### config.mk
export PLATFORM = sky130hd
export DESIGN_NAME = wt_fir_ctrl
export DESIGN_NICKNAME = d
export VERILOG_FILES = /design/src/rtl/wt_fir_ctrl_pkg.sv /design/src/rtl/wt_fir_ctrl_fifo.sv /design/src/rtl/wt_fir_ctrl.sv
export SDC_FILE = /design/constraint.sdc
export NUM_CORES = 1
export LEC_CHECK = 0
export ABC_CLOCK_PERIOD_IN_PS = 3520
export BUFFER_PORTS_ARGS = -buffer_cell sky130_fd_sc_hd__clkbuf_2
export CORE_MARGIN = 3
export CORE_UTILIZATION = 35
export CTS_CLUSTER_SIZE = 14
export DETAILED_ROUTE_END_ITERATION = 12
export SYNTH_ARGS = -nofsm -noshare
export SYNTH_HDL_FRONTEND = slang
export SYNTH_HIERARCHICAL = 1
export SYNTH_SLANG_ARGS = --single-unit
### constraint.sdc
create_clock -name iclk -period 3.52 [get_ports iclk]
set_clock_uncertainty 0.15 [all_clocks]
set_input_delay 0 -clock iclk [delete_from_list [all_inputs] [get_ports iclk]]
set_output_delay 0 -clock iclk [all_outputs]
set_load 0.05 [all_outputs]
### src/rtl/wt_fir_ctrl_pkg.sv
// Shared types and width helpers for the wavelet-core FIR sequencer.
package wt_fir_ctrl_pkg;

  typedef enum logic [1:0] {
    IDLE = 2'd0,
    LOAD = 2'd1,
    CALC = 2'd2,
    CAPT = 2'd3
  } state_t;

  function automatic int unsigned f_clog2(input int unsigned v);
    int unsigned r;
    r = 0;
    for (int unsigned x = 1; x < v; x = x << 1) r++;
    return r;
  endfunction

  // Compute-window counter width; never narrower than one bit.
  function automatic int unsigned f_cnt_w(input int unsigned calc);
    return (f_clog2(calc) < 1) ? 1 : f_clog2(calc);
  endfunction

  // FIFO pointer width; never narrower than one bit.
  function automatic int unsigned f_ptr_w(input int unsigned depth);
    return (f_clog2(depth) < 1) ? 1 : f_clog2(depth);
  endfunction

endpackage

### src/rtl/wt_fir_ctrl_fifo.sv
// Small synchronous result FIFO with registered count and no write-to-read bypass.
module wt_fir_ctrl_fifo
  import wt_fir_ctrl_pkg::*;
#(
  parameter int pDATA_W = 24,
  parameter int pDEPTH  = 2,
  localparam int CNT_W  = f_clog2(pDEPTH + 1)
) (
  input  logic               iclk,
  input  logic               irst,
  input  logic               isclr,
  input  logic               ipush,
  input  logic [pDATA_W-1:0] idat,
  input  logic               ipop,
  output logic [pDATA_W-1:0] odat,
  output logic               oempty,
  output logic [CNT_W-1:0]   ocount
);

  localparam int PTR_W = f_ptr_w(pDEPTH);

  logic [pDATA_W-1:0] r_mem [pDEPTH];
  logic [PTR_W-1:0]   r_wr;
  logic [PTR_W-1:0]   r_rd;
  logic [CNT_W-1:0]   r_count;
  logic               w_full;
  logic               w_push_ok;
  logic               w_pop_ok;

  assign w_full    = (r_count == CNT_W'(pDEPTH));
  assign oempty    = (r_count == '0);
  assign w_pop_ok  = ipop && !oempty;
  // A push into a full FIFO is only legal when the head leaves in the same cycle.
  assign w_push_ok = ipush && (!w_full || w_pop_ok);
  assign ocount    = r_count;
  // Hold the output at zero while empty so stale entries never leak out.
  assign odat      = oempty ? '0 : r_mem[r_rd];

  // Storage, pointers and occupancy.
  always_ff @(posedge iclk or posedge irst) begin
    if (irst) begin
      r_wr    <= '0;
      r_rd    <= '0;
      r_count <= '0;
      for (int i = 0; i < pDEPTH; i++) r_mem[i] <= '0;
    end else if (isclr) begin
      r_wr    <= '0;
      r_rd    <= '0;
      r_count <= '0;
    end else begin
      if (w_push_ok) begin
        r_mem[r_wr] <= idat;
        r_wr        <= (r_wr == PTR_W'(pDEPTH - 1)) ? '0 : r_wr + 1'b1;
      end
      if (w_pop_ok) begin
        r_rd <= (r_rd == PTR_W'(pDEPTH - 1)) ? '0 : r_rd + 1'b1;
      end
      unique case ({w_push_ok, w_pop_ok})
        2'b10:   r_count <= r_count + 1'b1;
        2'b01:   r_count <= r_count - 1'b1;
        default: r_count <= r_count;
      endcase
    end
  end

endmodule

### src/rtl/wt_fir_ctrl.sv
// Sequencer for one FIR stage: load strobe, compute window, capture, decimate, buffer.
module wt_fir_ctrl
  import wt_fir_ctrl_pkg::*;
#(
  parameter int pWIDTH = 12,
  parameter int pORDER = 12,
  parameter int pCALC  = pORDER + 2,
  parameter int pDECIM = 2,
  parameter int pDEPTH = 2
) (
  input  logic                iclk,
  input  logic                irst,
  input  logic                isclr,
  input  logic                ival,
  input  logic [pWIDTH-1:0]   idat,
  output logic                ordy,
  output logic                ofir_clk_ena,
  output logic                ofir_ena,
  output logic [pWIDTH-1:0]   ofir_dat,
  input  logic [2*pWIDTH-1:0] ifir_dat,
  output logic                oval,
  output logic [2*pWIDTH-1:0] odat,
  input  logic                irdy,
  output logic                obusy
);

  localparam int RES_W = 2 * pWIDTH;
  localparam int CNT_W = f_cnt_w(pCALC);
  localparam int FCNT_W = f_clog2(pDEPTH + 1);
  localparam logic [CNT_W-1:0] CALC_LAST = CNT_W'(pCALC - 1);

  state_t            r_state;
  state_t            w_state_nxt;
  logic [CNT_W-1:0]  r_cnt;
  logic [CNT_W-1:0]  w_cnt_nxt;
  logic              r_phase;
  logic              w_phase_nxt;
  logic [pWIDTH-1:0] r_fir_dat;
  logic [pWIDTH-1:0] w_fir_dat_nxt;
  logic              w_load;
  logic              w_push;
  logic              w_pop;
  logic              w_space;
  logic              w_empty;
  logic [FCNT_W-1:0] w_count;

  // Acceptance needs a free slot so the later capture can never overflow.
  assign w_space = (w_count < FCNT_W'(pDEPTH));

  // State, counter, decimation phase and presented sample.
  always_ff @(posedge iclk or posedge irst) begin
    if (irst) begin
      r_state   <= IDLE;
      r_cnt     <= '0;
      r_phase   <= 1'b0;
      r_fir_dat <= '0;
    end else begin
      r_state   <= w_state_nxt;
      r_cnt     <= w_cnt_nxt;
      r_phase   <= w_phase_nxt;
      r_fir_dat <= w_fir_dat_nxt;
    end
  end

  // Next-state and strobe decode; a synchronous clear overrides every state.
  always_comb begin
    w_state_nxt   = r_state;
    w_cnt_nxt     = r_cnt;
    w_phase_nxt   = r_phase;
    w_fir_dat_nxt = r_fir_dat;
    w_load        = 1'b0;
    w_push        = 1'b0;
    if (isclr) begin
      w_state_nxt = IDLE;
      w_cnt_nxt   = '0;
      w_phase_nxt = 1'b0;
    end else begin
      unique case (r_state)
        IDLE: begin
          if (ival && w_space) begin
            w_fir_dat_nxt = idat;
            w_state_nxt   = LOAD;
          end
        end
        LOAD: begin
          w_load      = 1'b1;
          w_cnt_nxt   = '0;
          w_state_nxt = CALC;
        end
        CALC: begin
          w_cnt_nxt = r_cnt + 1'b1;
          if (r_cnt == CALC_LAST) w_state_nxt = CAPT;
        end
        CAPT: begin
          w_push      = (r_phase == 1'b0);
          w_phase_nxt = (pDECIM == 2) ? ~r_phase : 1'b0;
          w_state_nxt = IDLE;
        end
        default: w_state_nxt = IDLE;
      endcase
    end
  end

  assign ordy         = !irst && (r_state == IDLE) && w_space && !isclr;
  assign ofir_clk_ena = w_load;
  assign ofir_ena     = w_load;
  assign ofir_dat     = r_fir_dat;
  assign obusy        = (r_state != IDLE);
  assign oval         = !w_empty;
  assign w_pop        = oval && irdy;

  wt_fir_ctrl_fifo #(
    .pDATA_W (RES_W),
    .pDEPTH  (pDEPTH)
  ) u_fifo (
    .iclk   (iclk),
    .irst   (irst),
    .isclr  (isclr),
    .ipush  (w_push),
    .idat   (ifir_dat),
    .ipop   (w_pop),
    .odat   (odat),
    .oempty (w_empty),
    .ocount (w_count)
  );

endmodule

==> results of run 1 <==
-- worst max-delay path, stage by stage (launching register included) --
cell	delay, ns
dfrtp_1	0.54
nor2_2	0.07
nor2b_1	0.35
nor3b_1	0.17
or4b_2	1.07
mux2_4	0.43
-- through the flow --
stage	hold slack (ns)	instance area (µm²)	power (mW)
2_1_floorplan	-0.199	3470	2.12
3_3_place_gp	0.0442	3970	2.33
3_5_place_dp	0.0568	3970	2.35
4_1_cts	0.214	4560	3.03
5_1_grt	0.266	4560	3.16
6_report	0.221	4560	2.99
-- cell type report --
cell class	count	area, µm²
Inverter	8	30.0
Multi-Input combinational cell	167	1570
Fill cell	855	4860
Tap cell	129	161
Clock buffer	10	138
Timing Repair Buffer	125	836
Clock inverter	6	51.3
Sequential cell	71	1780
-- registers in the layout (all words and copies together), names as in the netlist --
register	count
u_fifo/r_wr	1
r_state	2
r_cnt	4
u_fifo/ocount	2
u_fifo/r_mem	48
ofir_dat	12
r_phase	1
u_fifo/r_rd	1
-- kinds of logic (layout without fill, tap and decap cells) --
| family | count (synthesis) | count (layout) | synth area share, % |
|---|---|---|---|
| flops | 71 | 71 | 51.2 |
| xor+xnor | 2 | 2 | 0.505 |
| simple gates | 59 | 59 | 9.24 |
| buf+inv | 23 | 149 | 3.83 |
| mux | 86 | 86 | 30.1 |
| compound gates | 13 | 13 | 2.53 |
| fa+ha+maj | 7 | 7 | 2.53 |
-- worst min-delay path by stage --
stage,start,end,slack [ns],depth (start not counted)
finish,irst,ofir_dat[1],0.22,3
global route,idat[11],ofir_dat[11],0.27,3
CTS,irst,ofir_dat[2],0.21,3
detailed placement,irst,r_state[0],0.06,2
global placement,irst,r_cnt[2],0.04,2
floorplan,irst,ofir_dat[0],-0.20,1
-- power by group through the flow --
| stage | clock, mW | sequential, mW | combinational [mW] |
|---|---|---|---|
| after floorplan | 0 | 1.44 | 0.686 |
| after global placement | 0 | 1.21 | 1.12 |
| after detailed placement | 0 | 1.21 | 1.14 |
| after CTS | 0.649 | 1.21 | 1.17 |
| after global routing | 0.679 | 1.24 | 1.24 |
| final | 0.615 | 1.21 | 1.16 |
-- cells in the mapped netlist --
master	number	share of area, %
o32ai_2	1	0.47
nor3b_1	2	0.43
mux2_2	29	9.4
or4b_1	1	0.29
nand4_1	1	0.18
mux2_1	2	0.65
buf_2	7	1.0
clkbuf_1	3	0.32
o22a_1	1	0.25
inv_2	1	0.11
nor2b_1	5	0.90
nor3_2	1	0.29
nand2_1	1	0.11
xor2_1	1	0.25
buf_8	1	0.43
ha_1	7	2.5
inv_1	7	0.76
xnor2_1	1	0.25
buf_6	3	0.97
nand2b_1	5	0.90
and3_1	1	0.18
nand3_1	1	0.14
o31a_1	1	0.25
nor3_1	2	0.29
or2_0	1	0.18
buf_4	1	0.22
nand2b_4	1	0.40
mux2i_1	26	7.5
a221oi_1	1	0.25
nand3b_1	2	0.43
nor2b_4	2	0.79
mux2_4	29	13
dfrtp_1	71	51
a21oi_1	5	0.72
nand4b_1	1	0.25
o21ai_0	4	0.58
nor2_1	32	3.5
-- metal layers --
layer | vias to the layer above | share of wire [%]
met2 | 62 | 49
met1 | 1127 | 45
met4 | 0 | 1.1
li1 | 1137 | -
met5 | - | 0
met3 | 8 | 4.2
==> impl_metrics.tcl, run 1 <==
set metrics [dict create \
    outcome "completed" \
    finalSetupTns_ns 0 \
    chipHeight_um 106 \
    wl_per_cell_um 14.0 \
    grt_max_degree 53 \
    p_int_mw 1.85 \
    fmax_ghz 0.345 \
    crit_path_end_kind "flop" \
    cts_tree "built" \
    min_path_type "primary input to async pin" \
    viasPerCell 4.52 \
    route.detailed.drc 0 \
    worst_pin_slew_ns 1.07 \
    initial_core_util_pct 36.8 \
    crit_path_max_fanout 25 \
    wl_um 7240 \
    clk_pin_slew_ns 0.09 \
    comb_power_share_pct 38.9 \
    reg2reg_from "u_fifo/ocount[1]" \
    clock_path_buffers 2 \
    root_buffer "clkbuf_8" \
    reg2reg_slack_ns 0.62 \
    synth.distinct_cells 37 \
    cts_resized 0 \
    die_w_um 106 \
    r2r_cells 5 \
    nNetsFinal 430 \
    numPortBuffers 81 \
    fin_crit_ns 2.90 \
    cts_setup_buffers 0 \
    grtUsageTotal_pct 13.7 \
    cts_max_level 3 \
    final_core_util_pct 48.4 \
    setup_viol 0 \
    rsz0062_at_grt "false" \
    layout-drive-gt1-share_pct 43.4 \
    rows 35 \
    p_sw_share_pct 37.9 \
    cp-endpoint "u_fifo/r_mem[32]" \
    drv_cap 0 \
    met1_usage_pct 17.0 \
    hold_buffers 40 \
    p_per_area_nw_per_um2 655 \
    dp.cells 460 \
    drt_first_iter_violations 46 \
    dieArea_um2 11100 \
    final_cell_mix "clkbuf_2, dfrtp_1, dlygate4sd3_1" \
    post-route-period-util_pct 82.4 \
    grt_pass1_wl_um 12200 \
    syn_area_per_cell_um2 13.3 \
    vias 2334 \
    startpoint "u_fifo/ocount[1]" \
    syn_area_um2 3470 \
    yosysWarnings 6 \
    ys_seq_area_share_pct 51.2 \
    antenna_found_initial 0 \
    cp_data_arrival_time_ns 2.97 \
    synth-seq-cells 71 \
    maxSlewHeadroom_pct 28.5 \
    sequentialPowerShare_pct 40.5 \
    gp_congestion 0.788 \
    grt-busiest-layer "met2" \
    grt_util_met2_pct 22.8 \
    path_class "flop to flop" \
    power.switching_mw 1.13 \
    syn-num-nets 309 \
    diodes 0 \
    dp_hpwl_um 4570 \
    timing.final.ws_setup_ns 0.619 \
    overflow 0 \
    p_leak_nw 2.23 \
    ant_nets 0 \
    first_pass_iters 5 \
    drv_slew 0 \
    grtUsageMet3_pct 3.25 \
    reg2reg_to "u_fifo/r_mem[32]" \
    pre_cts_slack_ns 0.662 \
    final_common_cell "clkbuf_2" \
    core_area_um2 9420 \
    ir_drop_v 0.000326 \
    ios 82 \
    worstSkewPairLatency_ns 0.33 \
    synth_cells 261 \
    crit_required_ns 3.59 \
    critical_path.startpoint_type "flop" \
    cts_made_buffers 9 \
    pwr-share-clk_pct 20.6 \
    synthToLayoutAreaGrowth_pct 31.5 \
    cts_sinks 71 \
    hold_viol 0 \
    first_global_vias 2489 \
    fin_cells 516 \
]
Note: power is estimated with default switching activity, not from simulation.
==> run 2, diff against run 1 <==
--- a/config.mk
+++ b/config.mk
@@ -5,7 +5,7 @@
 export SDC_FILE = /design/constraint.sdc
 export NUM_CORES = 1
 export LEC_CHECK = 0
-export ABC_CLOCK_PERIOD_IN_PS = 3520
+export ABC_CLOCK_PERIOD_IN_PS = 2300
 export BUFFER_PORTS_ARGS = -buffer_cell sky130_fd_sc_hd__clkbuf_2
 export CORE_MARGIN = 3
 export CORE_UTILIZATION = 35
==> constraint.sdc (replaced) <==
create_clock -name iclk -period 2.3 [get_ports iclk]
set_clock_uncertainty 0.15 [all_clocks]
set_input_delay 0 -clock iclk [delete_from_list [all_inputs] [get_ports iclk]]
set_output_delay 0 -clock iclk [all_outputs]
set_load 0.05 [all_outputs]
==> run 2 against run 1 <==
Against the previous run:
- critical path type unchanged
- worst hold slack got worse by 0.13 ns
- clock power rose by 79%
- power rose by 59%
- cell area rose by 3.1%
- sequential power rose by 53%
- flip-flop and latch count did not move
- worst setup slack got worse by 0.46 ns
- critical endpoint is now u_fifo/r_mem[40]
- register-to-register slack got worse by 0.46 ns
- sequential share of layout area fell by 1.1 points
- first-iteration DRC count rose by 140%
- final cell count rose by 1.4%
==> impl_metrics.tcl, run 2 (same netlist as run 1, synthesis figures left out) <==
set metrics [dict create \
    initial_core_util_pct 36.8 \
    route.detailed.drc 0 \
    ios 82 \
    numPortBuffers 81 \
    outcome "completed" \
    pre_cts_slack_ns 0.172 \
    p_int_mw 3.07 \
    overflow 0 \
    p_per_area_nw_per_um2 1010 \
    pwr-share-clk_pct 23.2 \
    drv_cap 0 \
    startpoint "u_fifo/ocount[1]" \
    min_path_type "primary input to async pin" \
    rsz0062_at_grt "false" \
    fillers 854 \
    r2r_cells 6 \
    cts_max_level 3 \
    crit_path_max_fanout 9 \
    final_cell_mix "clkbuf_2, dfrtp_1, dlygate4sd3_1" \
    clk_pin_slew_ns 0.08 \
    nNetsFinal 439 \
    fin_crit_ns 2.14 \
    diodes 0 \
    worstSkewPairLatency_ns 0.33 \
    regMostFlops "u_fifo/r_mem" \
    root_buffer "clkbuf_8" \
    antenna_found_initial 0 \
    first_pass_iters 4 \
    cts_tree "built" \
    core_area_um2 9420 \
    drv_slew 0 \
    ant_nets 0 \
    cts_sinks 71 \
    ir_drop_v 0.000408 \
    grt_pass1_wl_um 12400 \
    dp_hpwl_um 4890 \
    first_global_vias 2521 \
    gp_congestion 0.739 \
    sequentialPowerShare_pct 39.0 \
    reg2reg_from "u_fifo/ocount[1]" \
    wl_per_cell_um 14.0 \
    cp_data_arrival_time_ns 2.21 \
    path_class "flop to flop" \
    wl_um 7340 \
    vias 2409 \
    rows 35 \
    final_common_cell "clkbuf_2" \
    fin_area_um2 4700 \
    largest_reg_flops 48 \
    grtUsageTotal_pct 13.9 \
    layout-drive-gt1-share_pct 45.2 \
    grt_max_degree 27 \
    critical_path.startpoint_type "flop" \
    setup_viol 0 \
    worst_pin_slew_ns 0.725 \
    chipHeight_um 106 \
    clock_path_buffers 2 \
    p_sw_share_pct 35.3 \
    maxSlewHeadroom_pct 51.6 \
    die_w_um 106 \
    crit_path_end_kind "flop" \
    cts_resized 0 \
    timing.final.ws_setup_ns 0.156 \
    comb_power_share_pct 37.8 \
    hold_viol 0 \
    power.switching_mw 1.68 \
    drt_first_iter_violations 112 \
    finalSetupTns_ns 0 \
    synthToLayoutAreaGrowth_pct 35.6 \
    p_leak_nw 2.31 \
    post-route-period-util_pct 93.2 \
    cts_setup_buffers 0 \
    cts_made_buffers 9 \
    fmax_ghz 0.466 \
    place_area_um2 4080 \
    crit_required_ns 2.37 \
    viasPerCell 4.61 \
    dieArea_um2 11100 \
]
## run 2: changes by cell type in the layout (fill, tap and decap cells not counted), moves of 2 or more
cell | previous run | this run
buf_4 | 4 | 11
inv_6 | 3 | 0
buf_12 | 0 | 2
bufinv_16 | 0 | 2
clkinv_4 | 2 | 0
nor3b_1 | 2 | 0
nor3b_2 | 0 | 2
## run 2: layer usage
layer / part of all wire (%) / vias up / track usage, %
met5: 0 / - / 0
met1: 46 / 1181 / 17.3
li1: - / 1159 / -
met3: 4.7 / 4 / 4.23
met2: 49 / 65 / 23.6
met4: 0.78 / 0 / 3.61
## run 2: worst paths after layout
| path | slack [ns] | to |
|---|---|---|
| hold / removal | 0.1 | u_fifo/r_mem[46] |
| max in group asynchronous | 1.29 | u_fifo/r_mem[17] |
| hold reg to reg | 0.35 | ofir_dat[11] |
| min in group iclk | 0.29 | u_fifo/r_mem[46] |
| setup / recovery | 0.16 | u_fifo/r_mem[40] |
| setup reg to reg | 0.16 | u_fifo/r_mem[40] |
## run 2: worst max-delay path, stage by stage (launching register included)
cell and delay, ns:
dfrtp_2 0.48, nor2_2 0.08, nor2b_4 0.19, nor3b_2 0.07, or4b_1 0.54, buf_4 0.22
mux2_4 0.30
## run 2: final cells by class
| type | count | area, µm² | area share (%) |
|---|---|---|---|
| Clock buffer | 11 | 151 | 3.22 |
| Clock inverter | 3 | 67.6 | 1.44 |
| Inverter | 8 | 30.0 | 0.639 |
| Multi-Input combinational cell | 167 | 1580 | 33.7 |
| Sequential cell | 71 | 1780 | 37.8 |
| Tap cell | 129 | 161 | 3.43 |
| Timing Repair Buffer | 134 | 928 | 19.7 |
## run 2: power groups by stage
stage,registers [mW],logic [mW],clock network (mW)
after CTS,1.85,1.81,1.15
final,1.85,1.80,1.10
after detailed placement,1.86,1.76,0
after floorplan,2.20,1.06,0
after global placement,1.86,1.74,0
after global routing,1.90,1.93,1.21
## run 2: what timing repair did
item,4_1_cts,5_1_grt
endpoints found under the setup margin,0,0
hold endpoints to repair,137,0
hold buffers,40,0
## run 2: metrics by stage
stage	util [%]	instances	power, mW	hold WS [ns]
after global routing	49.9	523	5.04	0.104
after detailed placement	43.3	469	3.62	-0.106
after CTS	49.9	523	4.81	0.0815
final	49.9	523	4.75	0.0953
after floorplan	-	261	3.26	-0.199
after global placement	43.3	469	3.59	-0.0994
